$ cat src/rtl/naive_bus_rr_arbiter.sv
// Round-robin arbiter sharing one naive_bus slave between N_MASTER masters; independent read/write channels.
// Latency: request/grant combinational, read data 1 cycle; slave stalls hold the pointer. NAIVE_ARB_PERF_EN adds stall counters.
module naive_bus_rr_arbiter #(
  parameter int N_MASTER = 2,
  parameter int AW       = 32,
  parameter int DW       = 32
) (
  input  logic                       clk,
  input  logic                       rst,
  input  logic [N_MASTER-1:0]        m_rd_req,
  input  logic [N_MASTER*DW/8-1:0]   m_rd_be,
  input  logic [N_MASTER*AW-1:0]     m_rd_addr,
  output logic [N_MASTER-1:0]        m_rd_gnt,
  output logic [N_MASTER*DW-1:0]     m_rd_data,
  input  logic [N_MASTER-1:0]        m_wr_req,
  input  logic [N_MASTER*DW/8-1:0]   m_wr_be,
  input  logic [N_MASTER*AW-1:0]     m_wr_addr,
  input  logic [N_MASTER*DW-1:0]     m_wr_data,
  output logic [N_MASTER-1:0]        m_wr_gnt,
  output logic                       s_rd_req,
  output logic [DW/8-1:0]            s_rd_be,
  output logic [AW-1:0]              s_rd_addr,
  input  logic                       s_rd_gnt,
  input  logic [DW-1:0]              s_rd_data,
  output logic                       s_wr_req,
  output logic [DW/8-1:0]            s_wr_be,
  output logic [AW-1:0]              s_wr_addr,
  output logic [DW-1:0]              s_wr_data,
  input  logic                       s_wr_gnt
`ifdef NAIVE_ARB_PERF_EN
  ,
  output logic [N_MASTER*16-1:0]     o_stall_cnt
`endif
);

  localparam int IW = $clog2(N_MASTER);
  localparam int BW = DW / 8;

  logic [IW-1:0] rd_ptr, wr_ptr, rd_own_q;
  logic [IW-1:0] rd_win, wr_win;
  logic          rd_vld_q;
  logic          rd_any, wr_any;
  logic          rd_fire, wr_fire;

  // First requester at ptr, ptr+1, ... wrapping; scanned downwards so the lowest offset wins.
  function automatic logic [IW-1:0] rr_pick(input logic [N_MASTER-1:0] req,
                                            input logic [IW-1:0]       ptr);
    logic [IW-1:0] pick;
    int            idx;
    pick = '0;
    for (int k = N_MASTER - 1; k >= 0; k--) begin
      idx = int'(ptr) + k;
      if (idx >= N_MASTER) idx = idx - N_MASTER;
      if (req[IW'(idx)]) pick = IW'(idx);
    end
    return pick;
  endfunction

  function automatic logic [IW-1:0] ptr_after(input logic [IW-1:0] win);
    return (win == IW'(N_MASTER - 1)) ? '0 : win + IW'(1);
  endfunction

  assign rd_any  = |m_rd_req;
  assign wr_any  = |m_wr_req;
  assign rd_win  = rr_pick(m_rd_req, rd_ptr);
  assign wr_win  = rr_pick(m_wr_req, wr_ptr);
  assign rd_fire = rd_any & s_rd_gnt;
  assign wr_fire = wr_any & s_wr_gnt;

  always_comb begin
    s_rd_req  = rd_any;
    s_rd_be   = '0;
    s_rd_addr = '0;
    m_rd_gnt  = '0;
    if (rd_any) begin
      s_rd_be          = m_rd_be[int'(rd_win)*BW +: BW];
      s_rd_addr        = m_rd_addr[int'(rd_win)*AW +: AW];
      m_rd_gnt[rd_win] = s_rd_gnt;
    end
  end

  always_comb begin
    s_wr_req  = wr_any;
    s_wr_be   = '0;
    s_wr_addr = '0;
    s_wr_data = '0;
    m_wr_gnt  = '0;
    if (wr_any) begin
      s_wr_be          = m_wr_be[int'(wr_win)*BW +: BW];
      s_wr_addr        = m_wr_addr[int'(wr_win)*AW +: AW];
      s_wr_data        = m_wr_data[int'(wr_win)*DW +: DW];
      m_wr_gnt[wr_win] = s_wr_gnt;
    end
  end

  always_ff @(posedge clk or posedge rst) begin
    if (rst) begin
      rd_ptr   <= '0;
      wr_ptr   <= '0;
      rd_vld_q <= 1'b0;
      rd_own_q <= '0;
    end else begin
      rd_vld_q <= rd_fire;
      rd_own_q <= rd_win;
      if (rd_fire) rd_ptr <= ptr_after(rd_win);
      if (wr_fire) wr_ptr <= ptr_after(wr_win);
    end
  end

  // Returned data is steered only to the master that owned the accepted read.
  for (genvar i = 0; i < N_MASTER; i++) begin : g_rd_ret
    assign m_rd_data[i*DW +: DW] = (rd_vld_q && rd_own_q == IW'(i)) ? s_rd_data : '0;
  end

`ifdef NAIVE_ARB_PERF_EN
  logic [15:0] stall_cnt [N_MASTER];

  for (genvar i = 0; i < N_MASTER; i++) begin : g_perf
    logic stalled;
    assign stalled = (m_rd_req[i] & ~m_rd_gnt[i]) | (m_wr_req[i] & ~m_wr_gnt[i]);

    always_ff @(posedge clk or posedge rst) begin
      if (rst) begin
        stall_cnt[i] <= '0;
      end else if (stalled && stall_cnt[i] != 16'hFFFF) begin
        stall_cnt[i] <= stall_cnt[i] + 16'd1;
      end
    end

    assign o_stall_cnt[i*16 +: 16] = stall_cnt[i];
  end
`endif

endmodule

$ cat config.mk
export PLATFORM = sky130hd
export DESIGN_NAME = naive_bus_rr_arbiter
export DESIGN_NICKNAME = d
export VERILOG_FILES = /design/src/rtl/naive_bus_rr_arbiter.sv
export SDC_FILE = /design/constraint.sdc
export NUM_CORES = 1
export LEC_CHECK = 0
export CAP_MARGIN = 20
export CORE_AREA = 8 8 158 160
export DETAILED_ROUTE_END_ITERATION = 8
export DIE_AREA = 0 0 166 168
export HOLD_SLACK_MARGIN = 0.1
export PLACE_DENSITY = 0.51
export SLEW_MARGIN = 10
export SYNTH_ARGS = -nofsm -noshare
export SYNTH_HDL_FRONTEND = slang
export SYNTH_SLANG_ARGS = --single-unit
$ cat constraint.sdc
create_clock -name clk -period 1.2 [get_ports clk]
set_input_delay 0.24 -clock clk [delete_from_list [all_inputs] [get_ports clk]]
set_output_delay 0.24 -clock clk [all_outputs]
set_load 0.05 [all_outputs]
* After elaboration in Yosys (flattened, before gate mapping)
Cells that the tools add are included.
** Operators by class
- Add/sub/neg operators :: 8
- Order comparisons :: 12
- Shift-type cells :: 5
- Multiplexer cells :: 31
- Bitwise operators :: 5
- Reduce and logical (&&, ||, !) cells :: 6
** Operator list (count)
- 64-bit by 7-bit indexed part select with 32-bit output :: 3
- 32-bit 2-to-1 mux :: 5
- 1-bit 2-to-1 mux :: 20
- 8-bit by 4-bit indexed part select with 4-bit output :: 2
- 1-bit by 3-bit < comparator with 1-bit output, second input constant :: 4
- 4-bit 2-to-1 mux :: 2
- 1-bit by 1-bit adder with 2-bit output, second input constant :: 2
- 2-bit bitwise AND :: 2
- 1-bit by 2-bit greater-or-equal comparator with 1-bit output, second input constant :: 2
- 2-bit greater-or-equal comparator, second input constant :: 2
- 1-bit logical AND :: 4
- 1-bit by 2-bit < comparator with 1-bit output, second input constant :: 2
- 2-bit 2-to-1 mux :: 2
- 2-bit OR reduction :: 2
- 1-bit subtractor, second input constant :: 4
- 1-bit adder, second input constant :: 2
- 1-bit bitwise AND :: 2
- 1-bit demux with 1-bit select :: 2
- 1-bit greater-or-equal comparator, second input constant :: 2
- 1-bit NOT :: 1
** Storage, ports and cells
- Register bits after elaboration :: 4
- Input bits :: 248
- Output and inout port bits :: 174

* Depth between registers and ports, before layout
Gate-level depths: netlist of run 1.
- Depth after elaboration :: 14
- Gate-level depth with buffers :: 6
- Mapped depth without buffers :: 2

* Least setup slack after synthesis of run 1
OpenSTA, ideal clock, no wires.
- Path type :: register -> output
- Start point :: register wr_ptr
- End point :: output port m_wr_gnt[0]
- Arrival :: 1414 ps
- Required time :: 960 ps
- Setup slack :: -454 ps
- Cell stages (with the launch flop) :: 4
- Path through :: dfrtp_1 buf_6 buf_6 a21oi_1
** On the way
- Word-level cells in the longest chain between the ends :: 11
- Elaborated cells between the ends (all ways) :: 16
** RTL lines
- start: declaration :: RTL line 39 : logic [IW-1:0] rd_ptr, wr_ptr, rd_own_q;
- start signal: assignment :: RTL line 106 : if (wr_fire) wr_ptr <= ptr_after(wr_win);
- 1-bit by 1-bit adder with 2-bit output :: RTL line 52 : idx = int'(ptr) + k;
- 2-bit greater-or-equal comparator / 1-bit subtractor (equally long branches) :: RTL line 53 : if (idx >= N_MASTER) idx = idx - N_MASTER;
- 1-bit 2-to-1 mux :: RTL line 53
- 1-bit 2-to-1 mux :: RTL line 54 : if (req[IW'(idx)]) pick = IW'(idx);
- 1-bit 2-to-1 mux (*) :: RTL line 54
- 1-bit by 2-bit < comparator with 1-bit output (not written as such) / 1-bit greater-or-equal comparator (equally long branches) :: RTL line 92 : m_wr_gnt[wr_win] = s_wr_gnt;
- 1-bit logical AND (not written as such) :: RTL line 92
- 1-bit 2-to-1 mux (not written as such) :: RTL line 92
- 1-bit demux with 1-bit select (*) :: RTL line 92
- 2-bit bitwise AND (no source line) (*)
- 2-bit 2-to-1 mux (*) :: RTL line 88 : if (wr_any) begin
- end: declaration :: RTL line 19 : output logic [N_MASTER-1:0] m_wr_gnt,
Every way passes the cells marked *; elsewhere a longest branch is shown, timed or not.

* Worst setup path in the final report of run 1
- Start point :: register wr_ptr
- End point :: output port s_wr_data[15]
** On the way
- Word-level cells in the longest chain between the ends :: 7
- Elaborated cells between the ends (all ways) :: 11
** RTL lines
- 1-bit by 1-bit adder with 2-bit output :: RTL line 52
- 2-bit greater-or-equal comparator / 1-bit subtractor (equally long branches) :: RTL line 53
- 1-bit 2-to-1 mux :: RTL line 53
- 1-bit 2-to-1 mux :: RTL line 54
- 1-bit 2-to-1 mux (*) :: RTL line 54
- 64-bit by 7-bit indexed part select with 32-bit output (*) :: RTL line 91 : s_wr_data = m_wr_data[int'(wr_win)*DW +: DW];
- 32-bit 2-to-1 mux (*) :: RTL line 88
- end: declaration :: RTL line 28 : output logic [DW-1:0] s_wr_data,
Marks and branches as above.

==> results.toml, run 1 <==
[sta]
fin_ws_ns = -0.721
rsz0062_at_grt = "yes"
slew_headroom_pct = 82.0
fin_crit_ns = 1.92
maxSlewViolCount = 0
finalHoldViolCount = 0
tightest_slew_ns = 0.270
fin_crit_sh_pct = 160
fin_worst_skew_ns = 0.00705
max_freq_ghz = 0.520
setup_viol = 172

[setup_path]
worstPathMaxFanout = 26
endpoint_kind = "primary output"
cp.depth = 4
r2r_cells = 4
crit_arrival_ns = 1.68
critPathRequiredTime_ns = 0.96
r2r-end = "rd_ptr$_DFFE_PP0P_"
crit_path_max_incr_delay_ns = 0.52
crit_chain = "buf_12, mux2_4, a22o_4, buf_12"
crit_type = "register to primary output"
cp_num_buf_inv = 2
r2r_slack_ns = 0.06
slowest_stage = "dfrtp_4"
worstSetupStartpoint = "wr_ptr$_DFFE_PP0P_"
worst_r2r_startpoint = "rd_ptr$_DFFE_PP0P_"
start_kind = "register"
path_common_cell = "buf_12"
cp-endpoint = "s_wr_data[15]"
path_delay_family = "flip-flops"

[route]
via_per_inst = 4.47
drt-total-wl_mm = 25.7
routedWlPerCell_um = 22.4
drt_iter0_markers = 158
drc = 0
vias = 5118
drtPass1Iterations = 4
ant_nets = 0

[yosys]
yosysWarnings = 0
yosysSeqAreaShare_pct = 3.17
synth_cells = 339
syn_nets = 587
syn-cell-area_sq_um = 3160
syn_avg_cell_area_sq_um = 9.31
synth_cell_types = 19
yosys_register_bits = 4

[cells_and_area]
final_cells = 1145
design_area_sq_um = 12200
finalNetCount = 1107
nFillCells = 1859
area_growth_pct = 286
layout-drive-gt1-share_pct = 71.0

[global_route]
track_usage_pct = 16.8
grt_remaining_overflow = 0
grt_max_degree = 28
grt_pass1_vias = 5755
grt_pass1_wl_mm = 37.0
antenna_found_initial = 2

[die]
num_rows = 55
pin_count = 422
die_area_sq_um = 27900
initial_utilization_pct = 14.1
die_w_um = 166
core-area_sq_um = 22400
die_h_um = 168

[outcome]
violations = "setup timing"
status = "finished with violations"

[power]
p_per_area_nw_per_um2 = 754
ir_worst_vdd_uv = 418
p_leak_nw = 5.52

[hold_path]
worst_hold_path_type = "input port to async pin"

[cts]
ctsLongestPathBuffers = 2
cts_tree = "yes"
clk_latency_ns = 0.23
cts_made_buffers = 3
path_clk_slew_ns = 0.04
cts.sinks = 4
h-tree-depth = 1
cts_root_buf = "clkbuf_16"

[placed_design]
io_buffers = 421
dpl.cell_count = 1119
place_area_sq_um = 11400
place_congestion = 0.784
dp_hpwl_mm = 21.1

[job]
maxCapViolations = 0
==> registers in the layout (all words and copies together), names as in the netlist <==
name      cells
rd_ptr        1
wr_ptr        1
rd_own_q      1
rd_vld_q      1
==> area by class of cell <==
cell class / instances / area (sq um) / share of cell area [%]
Sequential cell: 4 / 108 / 0.883
Timing Repair Buffer: 561 / 7440 / 61.1
Multi-Input combinational cell: 287 / 4190 / 34.4
Inverter: 2 / 7.51 / 0.0616
Tap cell: 285 / 357 / 2.93
Clock buffer: 4 / 78.8 / 0.647
Antenna cell: 2 / 5.00 / 0.0411
==> power breakdown <==
group          internal [mW]  total, mW  switching, mW
clock                  0.439      0.538         0.0983
combinational           4.76       8.44           3.68
sequential             0.158      0.204         0.0463
==> timing repair <==
action | 4_1_cts | 5_1_grt
pin swaps | 31 | 14
setup endpoints to repair | 174 | 174
gates cloned | 5 | 9
setup buffers | 7 | 0
hold buffers | 0 | 0
gates resized for setup | 64 | 43
==> logic make-up (layout without fill, tap and decap cells) <==
family                 count (synthesis)  in the layout  synth area share [%]
muxes                                104            104                  42.8
AOI/OAI and AO/OA                    110            110                  30.1
DFF                                    4              4                  3.17
and+or+nand+nor                       73             73                  14.6
buffers and inverters                 48            567                  9.36
other                                  0              2                     0
==> placed cells by master (no fill, tap or decap), drive strengths merged, types with 4 or more instances in the layout <==
| cell type | count |
|---|---|
| clkdlybuf4s50 | 243 |
| and3 | 34 |
| mux2 | 104 |
| and2 | 33 |
| buf | 311 |
| nor2b | 4 |
| clkbuf | 11 |
| dfrtp | 4 |
| a22o | 104 |
==> synthesized netlist by cell type <==
cell type / count / area [sq um]
o21ai_1: 1 / 5.00
o21a_1: 2 / 15.0
mux2_4: 48 / 721
and3_1: 34 / 213
buf_4: 2 / 15.0
dfrtp_1: 4 / 100
a22o_1: 104 / 911
nor2b_2: 1 / 8.76
buf_6: 12 / 135
or2_1: 2 / 12.5
mux2_1: 55 / 619
a21oi_1: 2 / 10.0
and2_1: 33 / 206
a2bb2oi_1: 1 / 8.76
nor2b_1: 3 / 18.8
clkbuf_1: 18 / 67.6
mux2_2: 1 / 11.3
buf_2: 14 / 70.1
inv_1: 2 / 7.51
==> stage by stage <==
step	power [mW]	hold WS (ns)	worst slack (ns)	setup TNS, ns	util, %
2_1_floorplan	4.29	0.00608	-0.263	-25.61	-
3_3_place_gp	7.97	0.446	-0.636	-67.27	50.8
5_1_grt	9.51	0.245	-0.767	-99.96	54.5
3_5_place_dp	8.05	0.450	-0.647	-69.14	50.8
4_1_cts	8.93	0.214	-0.732	-92.19	52.9
6_report	9.18	0.208	-0.721	-93.33	54.5
==> metal layers <==
metal	vias up	wire, um	GRT usage, %
li1	2397	-	-
met2	274	13600	32.0
met5	-	0	0
met3	28	2440	6.81
met4	0	637	4.66
met1	2419	9010	16.5
==> worst min-delay path by stage <==
stage,depth (start not counted),slack [ns],to
after floorplan,1,0.006,rd_own_q$_DFF_PP0_
after global placement,2,0.45,rd_ptr$_DFFE_PP0P_
after detailed placement,2,0.45,rd_ptr$_DFFE_PP0P_
after CTS,2,0.21,wr_ptr$_DFFE_PP0P_
after global routing,2,0.25,wr_ptr$_DFFE_PP0P_
final,2,0.21,wr_ptr$_DFFE_PP0P_
Note: power is estimated with default switching activity, not from simulation.
==> run 2, diff against run 1 <==
ABC_AREA = 1   (was unset)
CORE_AREA = 8 8 157 159   (was 8 8 158 160)
DIE_AREA = 0 0 165 167   (was 0 0 166 168)
GPL_TIMING_DRIVEN = 0   (was unset)
PLACE_DENSITY = 0.49   (was 0.51)
==> results.toml, run 2 <==
[setup_path]
crit_type = "register to primary output"
slowest_stage = "dfrtp_1"
start_kind = "register"
crit_arrival_ns = 1.50
critPathRequiredTime_ns = 0.96
crit_chain = "buf_12, nand2_4, clkbuf_16, nand2_1, a21boi_4, buf_8"
r2r_cells = 5
cp_num_buf_inv = 3
endpoint_kind = "primary output"
worstPathMaxFanout = 8
crit_path_max_incr_delay_ns = 0.39
r2r_slack_ns = 0.07
worst_r2r_startpoint = "wr_ptr$_DFFE_PP0P_"
r2r-end = "wr_ptr$_DFFE_PP0P_"
path_delay_family = "buffers and inverters"

[global_route]
grt_max_degree = 11
grt_pass1_vias = 5463
grt_remaining_overflow = 0
track_usage_pct = 16.7
antenna_found_initial = 2
grt_pass1_wl_mm = 35.4

[yosys]
synth_mux_area_share_pct = 0
async_reset_ff_share_pct = 100
synth_cell_types = 14
synth_top_area_cell = "nand2_1"
synth_edf_count = 0
synth_top_family_by_area = "simple AND/OR/NAND/NOR gates"
syn_nets = 808
yosysSeqAreaShare_pct = 3.75
yosysWarnings = 0
synth-compound-area-share_pct = 19.5
synthAdderAreaFrac_pct = 0
synth_common_cells = "nand2_1, nor2_1, inv_1, nand3_1, a21boi_1"
yosysMostFrequentCell = "nand2_1"
synth_cells = 560
yosys_register_bits = 4
syn-cell-area_sq_um = 2670
synth_xor_area_share_pct = 0
yosys.area_share.simple_pct = 54.0
synth_ff_type = "dfrtp_1"
synth_area_leaders = "nand2_1, nor2_1, a21boi_1"
synth_top_area_share_pct = 20.8
syn_avg_cell_area_sq_um = 4.77

[cts]
cts.sinks = 4
cts_made_buffers = 3
clk_latency_ns = 0.22
postCtsHoldBufs = 0
ctsLongestPathBuffers = 2
path_clk_slew_ns = 0.03
cts_root_buf = "clkbuf_16"
h-tree-depth = 1
cts_tree = "yes"

[placed_design]
dp_hpwl_mm = 20.6
place_area_sq_um = 8540
place_congestion = 0.757
io_buffers = 420

[sta]
fin_crit_ns = 1.74
max_freq_ghz = 0.575
fin_crit_sh_pct = 145
setup_viol = 173
slew_headroom_pct = 83.9
rsz0062_at_grt = "yes"
fin_worst_skew_ns = 0.0000740
maxSlewViolCount = 0
fin_ws_ns = -0.538
tightest_slew_ns = 0.242
finalHoldViolCount = 0

[cells_and_area]
layout-drive-gt1-share_pct = 55.3
area_growth_pct = 309
final_common_cell = "clkdlybuf4s50_1"
nFillCells = 2114
layout_common_cells = "clkdlybuf4s50_1, buf_6, nor2_4, buf_8, inv_1"
finalNetCount = 1275
design_area_sq_um = 10900

[route]
vias = 5328
drt-total-wl_mm = 25.8
routedWlPerCell_um = 19.7
drt_iter0_markers = 169
via_per_inst = 4.06
ant_nets = 0
drtPass1Iterations = 4
drc = 0

[job]
maxCapViolations = 0

[die]
core-area_sq_um = 22200
initial_utilization_pct = 12.0
pin_count = 422
die_h_um = 167
die_w_um = 165
num_rows = 55
die_area_sq_um = 27600

[hold_path]
worst_hold_path_type = "input port to async pin"

[outcome]
violations = "setup timing"
status = "finished with violations"

[power]
fin_total_pwr_mw = 7.98
p_per_area_nw_per_um2 = 730
ir_worst_vdd_uv = 360
p_leak_nw = 5.13
## run 2: changes by cell type after synthesis, sizes merged, moves of 4 or more
| cell | previous run | this run |
|---|---|---|
| mux2 | 104 | 0 |
| clkbuf | 18 | 3 |
| and3 | 34 | 0 |
| and2 | 33 | 0 |
| inv | 2 | 80 |
| a22o | 104 | 0 |
| nand3 | 0 | 70 |
| nor2b | 4 | 0 |
| nor2 | 0 | 138 |
| a21boi | 0 | 68 |
| nand2 | 0 | 150 |
| buf | 28 | 45 |
## run 2: repair_timing
item / 4_1_cts / 5_1_grt
gates cloned: 6 / 10
setup endpoints to repair: 174 / 174
resized for setup: 1139 / 528
pin swaps: 12 / 25
setup buffers: 7 / 20
## run 2: through the flow
step / hold slack [ns] / worst slack [ns] / std cells / utilization, % / setup TNS, ns
floorplan: 0.00608 / -0.343 / 560 / - / -34.93
global placement: 0.435 / -1.46 / 1265 / 38.4 / -182.56
detailed placement: 0.436 / -1.49 / 1265 / 38.4 / -183.15
CTS: 0.200 / -0.547 / 1281 / 42.3 / -79.49
global route: 0.205 / -0.588 / 1312 / 49.2 / -80.55
finish: 0.197 / -0.538 / 1312 / 49.2 / -69.78
## run 2: area by class of cell
type,count,area [sq um],share of cell area [%]
multi-input combinational,429,3970,36.3
tap,285,357,3.26
timing repair buffer,461,5390,49.3
inverter,80,315,2.88
sequential,4,100,0.916
antenna,2,5.00,0.0458
clock buffer,3,75.1,0.687
buffer,48,726,6.64
## run 2: how the worst max path moves through the flow
stage | startpoint | end | slack, ns | depth (start not counted)
2_1_floorplan | rd_own_q$_DFF_PP0_ | m_rd_data[10] | -0.34 | 4
3_3_place_gp | m_wr_req[1] | s_wr_data[28] | -1.46 | 6
3_5_place_dp | m_wr_req[1] | s_wr_data[28] | -1.49 | 6
4_1_cts | wr_ptr$_DFFE_PP0P_ | s_wr_addr[31] | -0.55 | 6
5_1_grt | wr_ptr$_DFFE_PP0P_ | s_wr_addr[5] | -0.59 | 6
6_report | wr_ptr$_DFFE_PP0P_ | s_wr_addr[5] | -0.54 | 6
## run 2: routing by layer
| metal | routed length [um] | global-route usage (%) | up-vias |
|---|---|---|---|
| li1 | - | - | 2641 |
| met1 | 8930 | 17.6 | 2438 |
| met2 | 14200 | 31.6 | 239 |
| met3 | 2490 | 5.77 | 10 |
| met4 | 212 | 2.43 | 0 |
| met5 | 0 | 0 | - |
## run 2: kinds of logic (layout without fill, tap and decap cells)
family	after synthesis	after routing
AO/OA/AOI/OAI	70	70
other	0	2
AND/OR/NAND/NOR	358	359
buffers and inverters	128	592
flip-flops	4	4
## run 2: worst register-to-register path: stages (launching register included)
cell and delay (ns):
dfrtp_1 0.39, buf_12 0.16, buf_12 0.15, clkbuf_16 0.16, nand2_1 0.06, nand2_1 0.08
## run 2: power breakdown
part           total, mW  internal, mW  switching, mW
sequential         0.168         0.151         0.0165
clock              0.517         0.425         0.0919
combinational       7.29          3.32           3.97
total               7.98          3.90           4.08
